File: config.mk
export PLATFORM = sky130hd
export DESIGN_NAME = conv_encoder_k3
export DESIGN_NICKNAME = d
export VERILOG_FILES = /design/src/rtl/viterbi_pkg.sv /design/src/rtl/conv_encoder_k3.sv
export SDC_FILE = /design/constraint.sdc
export NUM_CORES = 1
export LEC_CHECK = 0
export BUFFER_PORTS_ARGS = -buffer_cell sky130_fd_sc_hd__buf_2
export CORE_ASPECT_RATIO = 1.1
export CORE_MARGIN = 1
export CORE_UTILIZATION = 30
export CTS_CLUSTER_DIAMETER = 100
export DETAILED_ROUTE_END_ITERATION = 7
export HOLD_SLACK_MARGIN = 0.08
export PLACE_DENSITY = 0.48
export RECOVER_POWER = 25
export SLEW_MARGIN = 20
export SYNTH_ARGS = -nofsm -noshare
export SYNTH_HDL_FRONTEND = slang
export SYNTH_SLANG_ARGS = --single-unit
File: constraint.sdc
create_clock -name i_clk -period 3.5 [get_ports i_clk]
set_input_delay 0.35 -clock i_clk [delete_from_list [all_inputs] [get_ports i_clk]]
set_output_delay 0.35 -clock i_clk [all_outputs]
set_load 0.03 [all_outputs]
File: src/rtl/viterbi_pkg.sv
// Shared definitions for the K=3 rate-1/2 convolutional code.
// Used by the encoder and by the decoder's expected-codeword tables.
package viterbi_pkg;

    localparam int K          = 3;
    localparam int CODE_W     = 2;
    localparam int NUM_STATES = 4;

    // Tap order: bit 2 = u(n), bit 1 = u(n-1), bit 0 = u(n-2)
    localparam logic [K-1:0] G_UPPER = 3'b111;
    localparam logic [K-1:0] G_LOWER = 3'b101;

    // {s1, s2} = {u(n-1), u(n-2)}
    typedef logic [K-2:0] state_t;

    typedef enum logic [1:0] {
        IDLE,
        DATA,
        TAIL
    } enc_fsm_t;

    // Codeword {upper, lower} for input bit u leaving state s
    function automatic logic [CODE_W-1:0] conv_codeword(
        input logic   u,
        input state_t s
    );
        logic [K-1:0] r;
        r = {u, s};
        return {^(r & G_UPPER), ^(r & G_LOWER)};
    endfunction

endpackage

File: src/rtl/conv_encoder_k3.sv
// Rate-1/2, K=3 convolutional encoder with optional zero-tail termination.
// Ports: i_clk/i_rst (async high), input bit stream i_valid/i_data/i_last
// with o_ready, codeword stream o_valid/o_code/o_last with i_ready, o_busy.
module conv_encoder_k3
    import viterbi_pkg::*;
#(
    parameter bit TAIL_EN = 1'b1
) (
    input  logic              i_clk,
    input  logic              i_rst,
    input  logic              i_valid,
    input  logic              i_data,
    input  logic              i_last,
    output logic              o_ready,
    output logic              o_valid,
    output logic [CODE_W-1:0] o_code,
    output logic              o_last,
    input  logic              i_ready,
    output logic              o_busy
);

    enc_fsm_t   fsm;
    state_t     s;
    logic [1:0] tail_cnt;

    logic load;
    logic accept;
    logic tail_step;
    logic out_hs;

    // Output register may take a new codeword when empty or draining
    assign load      = !o_valid || i_ready;
    assign o_ready   = (fsm != TAIL) && load;
    assign accept    = i_valid && o_ready;
    assign tail_step = (fsm == TAIL) && load;
    assign out_hs    = o_valid && i_ready;

    always_ff @(posedge i_clk or posedge i_rst) begin
        if (i_rst) begin
            fsm      <= IDLE;
            s        <= '0;
            tail_cnt <= '0;
            o_valid  <= 1'b0;
            o_code   <= '0;
            o_last   <= 1'b0;
            o_busy   <= 1'b0;
        end else begin
            // Clear first so a back-to-back first accept can re-set it
            if (out_hs && o_last) begin
                o_busy <= 1'b0;
            end
            if (accept) begin
                o_code  <= conv_codeword(i_data, s);
                s       <= {i_data, s[K-2]};
                o_valid <= 1'b1;
                o_busy  <= 1'b1;
                if (i_last && TAIL_EN) begin
                    fsm      <= TAIL;
                    tail_cnt <= '0;
                    o_last   <= 1'b0;
                end else if (i_last) begin
                    fsm    <= IDLE;
                    o_last <= 1'b1;
                end else begin
                    fsm    <= DATA;
                    o_last <= 1'b0;
                end
            end else if (tail_step) begin
                o_code   <= conv_codeword(1'b0, s);
                s        <= {1'b0, s[K-2]};
                o_valid  <= 1'b1;
                tail_cnt <= tail_cnt + 2'd1;
                if (tail_cnt == 2'(K - 2)) begin
                    fsm    <= IDLE;
                    o_last <= 1'b1;
                end else begin
                    o_last <= 1'b0;
                end
            end else if (out_hs) begin
                o_valid <= 1'b0;
            end
        end
    end

endmodule

=== After elaboration in Yosys (flattened, before gate mapping) ===
Index checks and enable logic that the tools add are counted.

* Equality and inequality tests: 4
* Add/sub/neg operators: 1
* Reductions and logical operators: 17
* Mux-type cells: 19

{| class="wikitable"
|+ Operator list
! kind !! count
|-
| two-way mux 2 bit || 11
|-
| XOR reduction 3 bit || 4
|-
| two-way mux 1 bit || 8
|-
| nonzero test 2 bit || 3
|-
| logical AND 1 bit || 5
|-
| inequality test 2 bit (second input constant) || 2
|-
| AND reduction 2 bit || 2
|-
| nonzero test 3 bit || 1
|-
| adder 2 x 1 -> 2 bit (second input constant) || 1
|-
| == test 2 x 1 -> 1 bit (second input constant) || 1
|-
| == test 2 bit (second input constant) || 1
|-
| logical NOT 1 bit || 1
|-
| logical OR 1 bit || 1
|}

* Output and inout port bits: 6
* Bits of input ports: 6
* Register bits after elaboration: 11

=== Longest topological paths before layout ===
* Word-level depth: 6
* Gate-level depth with buffers: 4

=== Worst setup path before layout ===
Ideal clock, no wire load.

* Kind: reg2out
* Start point: register o_valid
* End point: output port o_ready
* Buffers on the path: 0
* Cell stages (with the launch flop): 3
* Slack: 1.960 ns
* Data required time: 3.150 ns
* Arrival: 1.190 ns
* Path through: dfrtp_1 and2b_1 nor2_1

* Word-level cells in the longest chain between the ends: 3

{| class="wikitable"
|+ Ends and longest elaborated chain
! item !! RTL line !! text
|-
| from (decl) || conv_encoder_k3.sv:15 || <nowiki>output logic o_valid,</nowiki>
|-
| from (signal assigned) || conv_encoder_k3.sv:43 || <nowiki>o_valid <= 1'b0;</nowiki>
|-
| from (signal assigned) || conv_encoder_k3.sv:55 || <nowiki>o_valid <= 1'b1;</nowiki>
|-
| from (signal assigned) || conv_encoder_k3.sv:71 || <nowiki>o_valid <= 1'b1;</nowiki>
|-
| logical NOT 1 bit || conv_encoder_k3.sv:32 || <nowiki>assign load = !o_valid || i_ready;</nowiki>
|-
| logical OR 1 bit || conv_encoder_k3.sv:32 ||
|-
| logical AND 1 bit || conv_encoder_k3.sv:33 || <nowiki>assign o_ready = (fsm != TAIL) && load;</nowiki>
|-
| to (decl) || conv_encoder_k3.sv:14 || <nowiki>output logic o_ready,</nowiki>
|}

Every way passes these cells.

=== Final worst setup path ===
Same ends and word-level chain as after synthesis.

==> flow_metrics.py <==
metrics = {
    "floorplan": {
        "die_w_um": 44.5,
        "io_pins": 12,
        "rows": 16,
        "die_h_um": 48.8,
        "core_um2": 1820,
        "initial_core_util_pct": 32.8,
        "dieArea_um2": 2170,
    },
    "drt": {
        "drtPass1Iterations": 3,
        "ant_nets": 0,
        "vias_per_cell": 4.76,
        "remaining_drc_errors": 0,
        "wl_per_cell_um": 12.6,
        "drt_iter0_drc": 9,
        "vias": 462,
        "wl_um": 1220,
    },
    "clocking": {
        "htree_levels": 1,
        "cts_sinks": 11,
        "cts_max_path_buffers": 2,
        "cts_tree": "done",
        "cts_buffers": 3,
        "post_cts_buffers": 0,
        "clk_latency_ns": 0.28,
        "clk_pin_slew_ns": 0.08,
        "clk_root_buffer_cell": "clkbuf_4",
    },
    "grt": {
        "grt_pass1_vias": 460,
        "grt_pass1_wl_um": 2220,
        "grt_overflow": 0,
        "grt_max_degree": 12,
        "antenna_found_initial": 0,
        "grt.total_usage_pct": 14.2,
    },
    "setup_path": {
        "cp-start-kind": "flop",
        "path_max_fanout": 5,
        "worstSetupPathType": "reg -> out",
        "critPathCaptureType": "primary output",
        "arrival_ns": 1.27,
        "crit_required_ns": 3.15,
    },
    "placed_design": {
        "routabilityCongestion": 0.667,
        "place_ws_ns": 2.11,
        "hpwl_um": 885,
        "port_buffers": 11,
    },
    "run": {
        "drv_cap": 0,
    },
    "logic_synthesis": {
        "postSynthAreaPerCell_um2": 10.7,
        "synth_area_um2": 597,
        "synth_top_area_share_pct": 46.1,
        "synthCells": 56,
        "ys_warn_count": 0,
        "ys_ff_latch": 11,
        "synthTopCellsByArea": "dfrtp_1 (46%), nand2_1 (3.8%), nor2_1 (3.1%), o32ai_2 (2.7%), xor2_2 (2.7%)",
        "yosys.cell_types.count": 32,
        "syn-num-nets": 63,
        "ys_seq_area_share_pct": 46.1,
        "synth_largest_area_cell": "dfrtp_1",
    },
    "power": {
        "ir_drop_v": 0.000278,
        "p_sw_share_pct": 41.6,
        "pwr-share-comb_pct": 43.9,
        "pwr-share-clk_pct": 17.2,
        "internal-power_mw": 0.319,
        "seq_power_share_pct": 38.8,
        "power.switching_mw": 0.227,
        "p_per_area_nw_per_um2": 769,
        "leakagePower_nw": 0.327,
    },
    "layout": {
        "final_cell_mix": "dfrtp_1 (11), buf_2 (11), nand2_1 (6)",
        "syn_to_final_growth_pct": 18.9,
        "layout-drive-gt1-share_pct": 31.4,
        "antennaDiodeCount": 0,
        "nNetsFinal": 78,
    },
    "sta": {
        "rsz0062_at_grt": "false",
        "fin_crit_ns": 1.62,
        "hold_viol_final": 0,
        "slew_violations": 0,
        "timing.final.ws_setup_ns": 1.88,
        "worstMarginPinSlew_ns": 0.437,
        "max_slew_margin_pct": 70.8,
        "final.setup.tns_ns": 0,
        "finalSetupViolations": 0,
        "clock_skew_ns": 0.00242,
        "fmax_mhz": 617,
        "finalCritPeriodShare_pct": 46.3,
    },
    "hold_path": {
        "hold_class": "in -> reg",
    },
    "outcome": {
        "status": "finished clean",
    },
}
registers in the layout (all words and copies together), names as in the netlist:
signal / flops
o_code: 2
fsm: 2
o_busy: 1
o_valid: 1
s: 2
tail_cnt: 2
o_last: 1
final timing paths:
check                      startpoint   endpoint  slack [ns]  depth (start not counted)
setup / recovery              o_valid    o_ready        1.88                          3
hold / removal                 i_last     fsm[1]        0.35                          3
setup reg to reg              o_valid       s[0]        2.22                          3
hold reg to reg                o_busy     o_busy        0.47                          2
max in group asynchronous       i_rst     o_busy        2.60                          3
min in group asynchronous       i_rst  o_code[0]        0.60                          3
power by group through the flow:
stage / Combinational (mW) / Sequential (mW) / Clock (mW)
final: 0.240 / 0.212 / 0.0941
after global routing: 0.265 / 0.221 / 0.102
after floorplan: 0.145 / 0.252 / 0
after global placement: 0.237 / 0.214 / 0
after detailed placement: 0.240 / 0.216 / 0
after CTS: 0.242 / 0.212 / 0.0968
metal layers:
layer / track usage (%) / share of wire (%) / vias to the layer above
met1: 20.1 / 48 / 221
met4: 10.6 / 3.6 / 0
met5: 0 / 0 / -
met2: 19.1 / 44 / 9
li1: - / - / 227
met3: 2.22 / 3.8 / 5
critical path: stages (launching register included):
cell	delay, ns
dfrtp_1	0.40
and2b_1	0.22
nor2_1	0.15
buf_2	0.22
repair_timing:
action	CTS	global route
resized for setup	0	0
setup endpoints to repair	0	0
hold buffers	1	0
endpoints found under the hold margin	11	0
cells by family (layout without fill, tap and decap cells):
logic type	after synthesis	in the layout	share of synthesized area, %
simple gates	20	20	18.0
mux	3	3	6.08
flops	11	11	46.1
fa+ha+maj	1	1	2.10
buf+inv	6	20	4.61
xor+xnor	1	1	2.73
compound gates	14	14	20.3
cells in the mapped netlist:
library cell / count
dfrtp_1: 11
nand2_1: 6
nor2_1: 5
inv_1: 4
a21oi_1: 3
a221oi_1: 1
a22o_1: 1
a2bb2oi_1: 1
a32o_1: 1
and2_1: 1
and2b_1: 1
and2b_4: 1
and3_1: 1
buf_2: 1
buf_4: 1
ha_1: 1
mux2_1: 1
mux2_4: 1
mux2i_1: 1
nand2b_1: 1
nand2b_2: 1
nand3_1: 1
nand3_2: 1
o21a_1: 1
o21ai_0: 1
o21ai_2: 1
o221a_1: 1
o221ai_2: 1
o22ai_1: 1
o32ai_2: 1
or3_1: 1
xor2_2: 1
per-stage QoR:
step                      area [um2]  instances  hold slack, ns  total power [mW]  utilization, %
after floorplan                  597         56           0.202             0.397               -
after global placement           673         92           0.373             0.451            37.0
after detailed placement         673         92           0.380             0.455            37.0
after CTS                        709         97           0.353             0.551            38.9
after global routing             709         97           0.376             0.588            38.9
final                            709         97           0.353             0.546            38.9
area by class of cell:
class / instances / area [um2]
clock buffers: 4 / 26.3
inverters: 4 / 15.0
repair buffers: 12 / 65.1
fillers: 200 / 1110
well taps: 27 / 33.8
multi-input cells: 39 / 294
flip-flops and latches: 11 / 275
Note: power is estimated with default switching activity, not from simulation.
